### src/rtl/seg7_pkg.sv
// Shared types, constants and the hex-to-segment table for the 7-segment scan driver.
// Segment vectors are active-high, bit6 = a ... bit0 = g.
package seg7_pkg;

  localparam int unsigned SEG_W = 7;
  localparam int unsigned NIB_W = 4;

  typedef logic [NIB_W-1:0] nibble_t;

  localparam logic [SEG_W-1:0] SEG_OFF = 7'h00;
  localparam logic [SEG_W-1:0] SEG_ALL = 7'h7F;

  // Glyphs 0..F; b and d are lower-case so they stay distinct from 8 and 0.
  localparam logic [SEG_W-1:0] SEG_TABLE [16] = '{
    7'h7E, 7'h30, 7'h6D, 7'h79, 7'h33, 7'h5B, 7'h5F, 7'h70,
    7'h7F, 7'h7B, 7'h77, 7'h1F, 7'h4E, 7'h3D, 7'h4F, 7'h47
  };

  function automatic logic [SEG_W-1:0] hex_to_seg(input nibble_t nib);
    return SEG_TABLE[nib];
  endfunction

endpackage

### src/rtl/seg7_hex_decode.sv
// Combinational hex nibble to 7-segment decoder (active-high segments).
// Ports:
//   nib_i    - hex nibble
//   seg_c_o  - segments a..g on bits 6..0, combinational
module seg7_hex_decode
  import seg7_pkg::*;
(
  input  nibble_t          nib_i,
  output logic [SEG_W-1:0] seg_c_o
);

  always_comb seg_c_o = hex_to_seg(nib_i);

endmodule

### src/rtl/seg7_scan_driver.sv
// Multiplexed N-digit 7-segment scan driver with per-slot ghost blanking and
// tear-free value updates applied only at frame boundaries.
// Optional feature: define SEG7_LZ_SUPPRESS_EN to blank leading zero digits.
// Ports:
//   clk, rst   - clock, asynchronous active-high reset
//   value_i    - packed hex nibbles, nibble k drives digit k (k=0 rightmost)
//   load_i     - capture value_i into the pending register
//   blank_i    - per-digit force-blank, sampled live
//   upd_ack_o  - one-cycle pulse when a pending value reaches the display
//   seg_o      - segments a..g on bits 6..0 (polarity per SEG_ACTIVE_LOW)
//   an_o       - one-hot digit enable (polarity per AN_ACTIVE_LOW)
//   frame_o    - one-cycle pulse when the scan wraps to digit 0
module seg7_scan_driver
  import seg7_pkg::*;
#(
  parameter int unsigned N_DIGITS       = 4,
  parameter int unsigned SCAN_DIV       = 50000,
  parameter int unsigned BLANK_CYC      = 1,
  parameter bit          SEG_ACTIVE_LOW = 1'b0,
  parameter bit          AN_ACTIVE_LOW  = 1'b0
) (
  input  logic                      clk,
  input  logic                      rst,
  input  logic [NIB_W*N_DIGITS-1:0] value_i,
  input  logic                      load_i,
  input  logic [N_DIGITS-1:0]       blank_i,
  output logic                      upd_ack_o,
  output logic [SEG_W-1:0]          seg_o,
  output logic [N_DIGITS-1:0]       an_o,
  output logic                      frame_o
);

  localparam int unsigned VAL_W = NIB_W * N_DIGITS;
  localparam int unsigned DIV_W = $clog2(SCAN_DIV);
  localparam int unsigned IDX_W = (N_DIGITS > 1) ? $clog2(N_DIGITS) : 1;

  localparam logic [DIV_W-1:0]    DIV_LAST = DIV_W'(SCAN_DIV - 1);
  localparam logic [IDX_W-1:0]    IDX_LAST = IDX_W'(N_DIGITS - 1);
  localparam logic [SEG_W-1:0]    SEG_RST  = SEG_ACTIVE_LOW ? SEG_ALL : SEG_OFF;
  localparam logic [N_DIGITS-1:0] AN_RST   = AN_ACTIVE_LOW ? {N_DIGITS{1'b1}} : {N_DIGITS{1'b0}};

  logic [DIV_W-1:0]    div_q, div_d;
  logic [IDX_W-1:0]    idx_q, idx_d;
  logic [VAL_W-1:0]    disp_q, disp_d;
  logic [VAL_W-1:0]    pend_q, pend_d;
  logic                pend_v_q, pend_v_d;
  logic                ack_q, frame_q;
  logic [SEG_W-1:0]    seg_q;
  logic [N_DIGITS-1:0] an_q;

  logic                slot_end_c, wrap_c, apply_c;
  nibble_t             disp_nib [N_DIGITS];
  nibble_t             cur_nib_c;
  logic [SEG_W-1:0]    dec_seg_c, seg_act_c;
  logic [N_DIGITS-1:0] an_act_c;
  logic                dig_blank_c;

  assign slot_end_c = (div_q == DIV_LAST);
  assign wrap_c     = slot_end_c && (idx_q == IDX_LAST);
  // A load landing in the wrap cycle supersedes the older pending value,
  // so nothing is applied at this wrap.
  assign apply_c    = wrap_c && pend_v_q && !load_i;

  // Scan counters, pending and display registers.
  always_comb begin
    div_d    = slot_end_c ? '0 : div_q + DIV_W'(1);
    idx_d    = idx_q;
    disp_d   = disp_q;
    pend_d   = pend_q;
    pend_v_d = pend_v_q;
    if (slot_end_c) begin
      idx_d = (idx_q == IDX_LAST) ? '0 : idx_q + IDX_W'(1);
    end
    if (load_i) begin
      pend_d   = value_i;
      pend_v_d = 1'b1;
    end else if (apply_c) begin
      disp_d   = pend_q;
      pend_v_d = 1'b0;
    end
  end

  // Nibble view of the displayed value.
  always_comb begin
    for (int k = 0; k < int'(N_DIGITS); k++) begin
      disp_nib[k] = disp_q[k*NIB_W +: NIB_W];
    end
  end

  assign cur_nib_c = disp_nib[idx_q];

  seg7_hex_decode u_dec (
    .nib_i   (cur_nib_c),
    .seg_c_o (dec_seg_c)
  );

`ifdef SEG7_LZ_SUPPRESS_EN
  // Digit k is a leading zero when it and every digit above it are zero; digit 0 never is.
  logic [N_DIGITS-1:0] lz_c;
  logic                hi_zero_c;
  always_comb begin
    lz_c      = '0;
    hi_zero_c = 1'b1;
    for (int k = int'(N_DIGITS) - 1; k >= 1; k--) begin
      hi_zero_c = hi_zero_c & (disp_nib[k] == 4'h0);
      lz_c[k]   = hi_zero_c;
    end
  end
  assign dig_blank_c = blank_i[idx_q] | lz_c[idx_q];
`else
  assign dig_blank_c = blank_i[idx_q];
`endif

  // Active-high segment and anode values for the current (div, idx) state.
  always_comb begin
    seg_act_c = dig_blank_c ? SEG_OFF : dec_seg_c;
    an_act_c  = '0;
    if (32'(div_q) >= BLANK_CYC) begin
      an_act_c[idx_q] = 1'b1;
    end
  end

  always_ff @(posedge clk or posedge rst) begin
    if (rst) begin
      div_q    <= '0;
      idx_q    <= '0;
      disp_q   <= '0;
      pend_q   <= '0;
      pend_v_q <= 1'b0;
      ack_q    <= 1'b0;
      frame_q  <= 1'b0;
      seg_q    <= SEG_RST;
      an_q     <= AN_RST;
    end else begin
      div_q    <= div_d;
      idx_q    <= idx_d;
      disp_q   <= disp_d;
      pend_q   <= pend_d;
      pend_v_q <= pend_v_d;
      ack_q    <= apply_c;
      frame_q  <= wrap_c;
      seg_q    <= SEG_ACTIVE_LOW ? ~seg_act_c : seg_act_c;
      an_q     <= AN_ACTIVE_LOW ? ~an_act_c : an_act_c;
    end
  end

  assign upd_ack_o = ack_q;
  assign frame_o   = frame_q;
  assign seg_o     = seg_q;
  assign an_o      = an_q;

endmodule

### config.mk
export PLATFORM = sky130hd
export DESIGN_NAME = seg7_scan_driver
export DESIGN_NICKNAME = d
export VERILOG_FILES = /design/src/rtl/seg7_pkg.sv /design/src/rtl/seg7_hex_decode.sv /design/src/rtl/seg7_scan_driver.sv
export SDC_FILE = /design/constraint.sdc
export NUM_CORES = 1
export LEC_CHECK = 0
export BUFFER_PORTS_ARGS = -buffer_cell sky130_fd_sc_hd__buf_4
export CAP_MARGIN = 20
export CORE_MARGIN = 2
export CORE_UTILIZATION = 57
export CTS_CLUSTER_SIZE = 10
export DETAILED_ROUTE_END_ITERATION = 8
export PLACE_DENSITY_LB_ADDON = 0.15
export SYNTH_ARGS = -nofsm -noshare
export SYNTH_HDL_FRONTEND = slang
export SYNTH_SLANG_ARGS = --single-unit
export TNS_END_PERCENT = 10
### constraint.sdc
create_clock -name clk -period 3.1 [get_ports clk]
set_clock_uncertainty 0.2 [all_clocks]
set_input_delay 0.31 -clock clk [delete_from_list [all_inputs] [get_ports clk]]
set_output_delay 0.31 -clock clk [all_outputs]
set_load 0.01 [all_outputs]
==> flow_summary_export.csv <==
group,metric,value,unit
final_layout,fin_nets,317,
clock_tree,cts.sinks,64,
grt,grt-ovfl-total,0,
synthesis,synth_edf_count,0,
hold_path,worstHoldStart,"value_i[3]",
floorplanning,rows,26,
clock_tree,clkLatencyLatePin,0.34,ns
placed_design,port_buffers,35,
timing,slew_headroom,58.1,%
critical_path,path_max_fanout,9,
floorplanning,core,5040,um^2
synthesis,synth-seq-cells,64,
critical_path,regToRegStartpoint,"idx_q[0]",
timing,worst_pin_slew,0.627,ns
synthesis,yosysWarningCount,0,
power,clkPwrFrac,44.9,%
drt,finalWirelength,5.33,mm
critical_path,rrSetupSlack,0.78,ns
timing,drv_slew,0,
grt,gr-usage-all-layers,20.6,%
drt,dr.first_iter.drc_count,82,
power,power_switching,372,uW
placed_design,routabilityCongestion,0.814,
timing,period_needed,2.32,ns
power,comb_power_share,5.6,%
critical_path,startpoint_type,"register",
floorplanning,die_area,5770,um^2
placed_design,hpwl,3.58,mm
floorplanning,die_x,76.0,um
floorplanning,pin_count,36,
synthesis,yosysUniqueCellTypes,38,
floorplanning,initial_core_util,58.6,%
drt,drc,0,
power,swShare,21.1,%
power,ir_worst_vdd,0.000339,V
clock_tree,cts_made_buffers,9,
power,powerDensity,478,nW/um^2
critical_path,arrival,2.35,ns
drt,routed_via_density,5.23,
grt,grt_start_max_net_pins,31,
critical_path,cp-end-kind,"register",
final_layout,drive_above_1_share,35.3,%
hold_path,hold_class,"primary input to register",
timing,fmax,431,MHz
power,power.total,1760,uW
clock_tree,tritoncts,"done",
drt,vias,1862,
timing,rsz0062_at_grt,"false",
synthesis,syn_nets,257,
drt,dr.pass1.iters,4,
timing,finalHoldViolations,0,
power,seq_power_share,49.6,%
synthesis,async_reset_ff_share,100,%
drt,ant_nets,0,
final_layout,fillers,358,
clock_tree,cts_root_buf,"clkbuf_8",
final_layout,most-common-layout-cells,"dfrtp_1, buf_4, mux2_2, nor2_1, dlygate4sd3_1",
synthesis,yosysSeqAreaShare,54.2,%
floorplanning,die_h,76.0,um
final_layout,final_common_cell,"dfrtp_1",
synthesis,syn_inst,221,
critical_path,crit_start,"idx_q[0]",
clock_tree,cts_setup_buffers,0,
grt,grt_first_pass_wirelength,9.23,mm
synthesis,mappedNetlistArea,2950,um^2
drt,avgRoutedWirePerCell,15.0,um
critical_path,crit_type,"register to register",
outcome,status,"finished, final reports clean",
timing,fin_tns_setup,0,ns
clock_tree,h-tree-depth,3,
timing,setup_viol,0,
timing,fin_crit_sh,74.9,%
final_layout,syn_to_final_growth,24.7,%
final_layout,diodes,0,
synthesis,synth_area_per_cell,13.4,um^2
power,total_leakage_power,0.00176,uW
critical_path,worst_ep_required_time,3.13,ns
grt,grt_pass1_vias,1914,
clock_tree,clockBufferDepth,2,
clock_tree,cts.clk_slew.worst_paths,0.07,ns
job,drv_cap,0,
grt,antenna_found_initial,0,
synthesis,synthFlopType,"dfrtp_1",
power,power.internal,1390,uW
[power by group through the flow]
stage                     clock, uW  sequential [uW]  combinational, uW
final                           790              873               97.8
after CTS                       806              873               99.3
after floorplan                   0              886               43.3
after global placement            0              888               81.0
after detailed placement          0              888               83.0
after global routing            842              875                108
[metal layers]
metal / vias up / track usage [%] / wire length (um) / share of wire, %
met2: 38 / 30.9 / 2510 / 47
met4: 0 / 10.4 / 107 / 2.0
met1: 921 / 28.8 / 2530 / 48
li1: 892 / - / - / -
met3: 11 / 4.50 / 174 / 3.3
met5: - / 0 / 0 / 0
[area by class of cell]
| type | count | area [um^2] | share of cell area, % |
|---|---|---|---|
| Clock buffer | 10 | 138 | 3.74 |
| Multi-Input combinational cell | 139 | 1270 | 34.6 |
| Timing Repair Buffer | 55 | 453 | 12.3 |
| Tap cell | 70 | 87.6 | 2.38 |
| Inverter | 12 | 45.0 | 1.22 |
| Clock inverter | 6 | 82.6 | 2.24 |
| Sequential cell | 64 | 1600 | 43.5 |
[worst max-delay path: stages, from the launching register on]
cell and delay (ns):
dfrtp_1 0.63, mux4_2 0.65, inv_1 0.14, ha_1 0.24, inv_1 0.08, a221oi_1 0.28
[logic make-up (layout without fill, tap and decap cells)]
logic type | count (synthesis) | after routing | share of synthesized area (%)
buffers and inverters | 18 | 83 | 2.63
AO/OA/AOI/OAI | 16 | 16 | 4.32
XOR/XNOR | 12 | 12 | 3.56
flip-flops | 64 | 64 | 54.2
AND/OR/NAND/NOR | 56 | 56 | 10.8
multiplexers | 42 | 42 | 18.9
adder cells (fa/ha/maj) | 13 | 13 | 5.51
[final timing paths]
check                       endpoint  depth (start not counted)
max reg2reg                 seg_o[4]                          5
min reg2reg                div_q[15]                          1
max in group asynchronous  disp_q[6]                          4
min in group asynchronous  div_q[11]                          3
max                         seg_o[4]                          5
min                        pend_q[3]                          2
[state kept, by name, indices dropped and copies added (netlist names)]
name / cells
idx_q: 2
pend_q: 16
div_q: 16
seg_o: 7
disp_q: 16
pend_v_q: 1
frame_o: 1
an_o: 4
upd_ack_o: 1
[synth_stat cells (2+ instances only)]
library cell | n | area, um^2
a221oi_1 | 4 | 35.0
and3_1 | 6 | 37.5
buf_2 | 2 | 10.0
clkbuf_1 | 2 | 7.51
dfrtp_1 | 64 | 1600
ha_1 | 13 | 163
inv_1 | 12 | 45.0
mux2_2 | 25 | 282
mux2_4 | 9 | 135
mux2i_1 | 3 | 30.0
mux4_2 | 5 | 113
nand2_1 | 7 | 26.3
nand3_1 | 5 | 25.0
nand4_1 | 2 | 12.5
nor2_1 | 18 | 67.6
nor2b_1 | 6 | 37.5
nor3_1 | 4 | 20.0
o21ai_0 | 3 | 15.0
o21bai_1 | 2 | 15.0
xnor2_1 | 7 | 61.3
xor2_1 | 5 | 43.8
[per-stage QoR]
step	util (%)	worst slack (ns)	instances	cell area [um^2]	hold slack (ns)
after floorplan	-	0.862	221	2950	0.254
after global placement	65.5	0.816	324	3300	0.235
after detailed placement	65.5	0.751	324	3300	0.244
after CTS	73.0	0.736	356	3680	0.0211
after global routing	73.0	0.620	356	3680	0.0266
final	73.0	0.779	356	3680	0.0339
[what timing repair did]
action,4_1_cts,5_1_grt
hold buffers,16,0
endpoints found under the hold margin,43,0
gates resized for setup,0,0
Note: power is estimated with default switching activity, not from simulation.
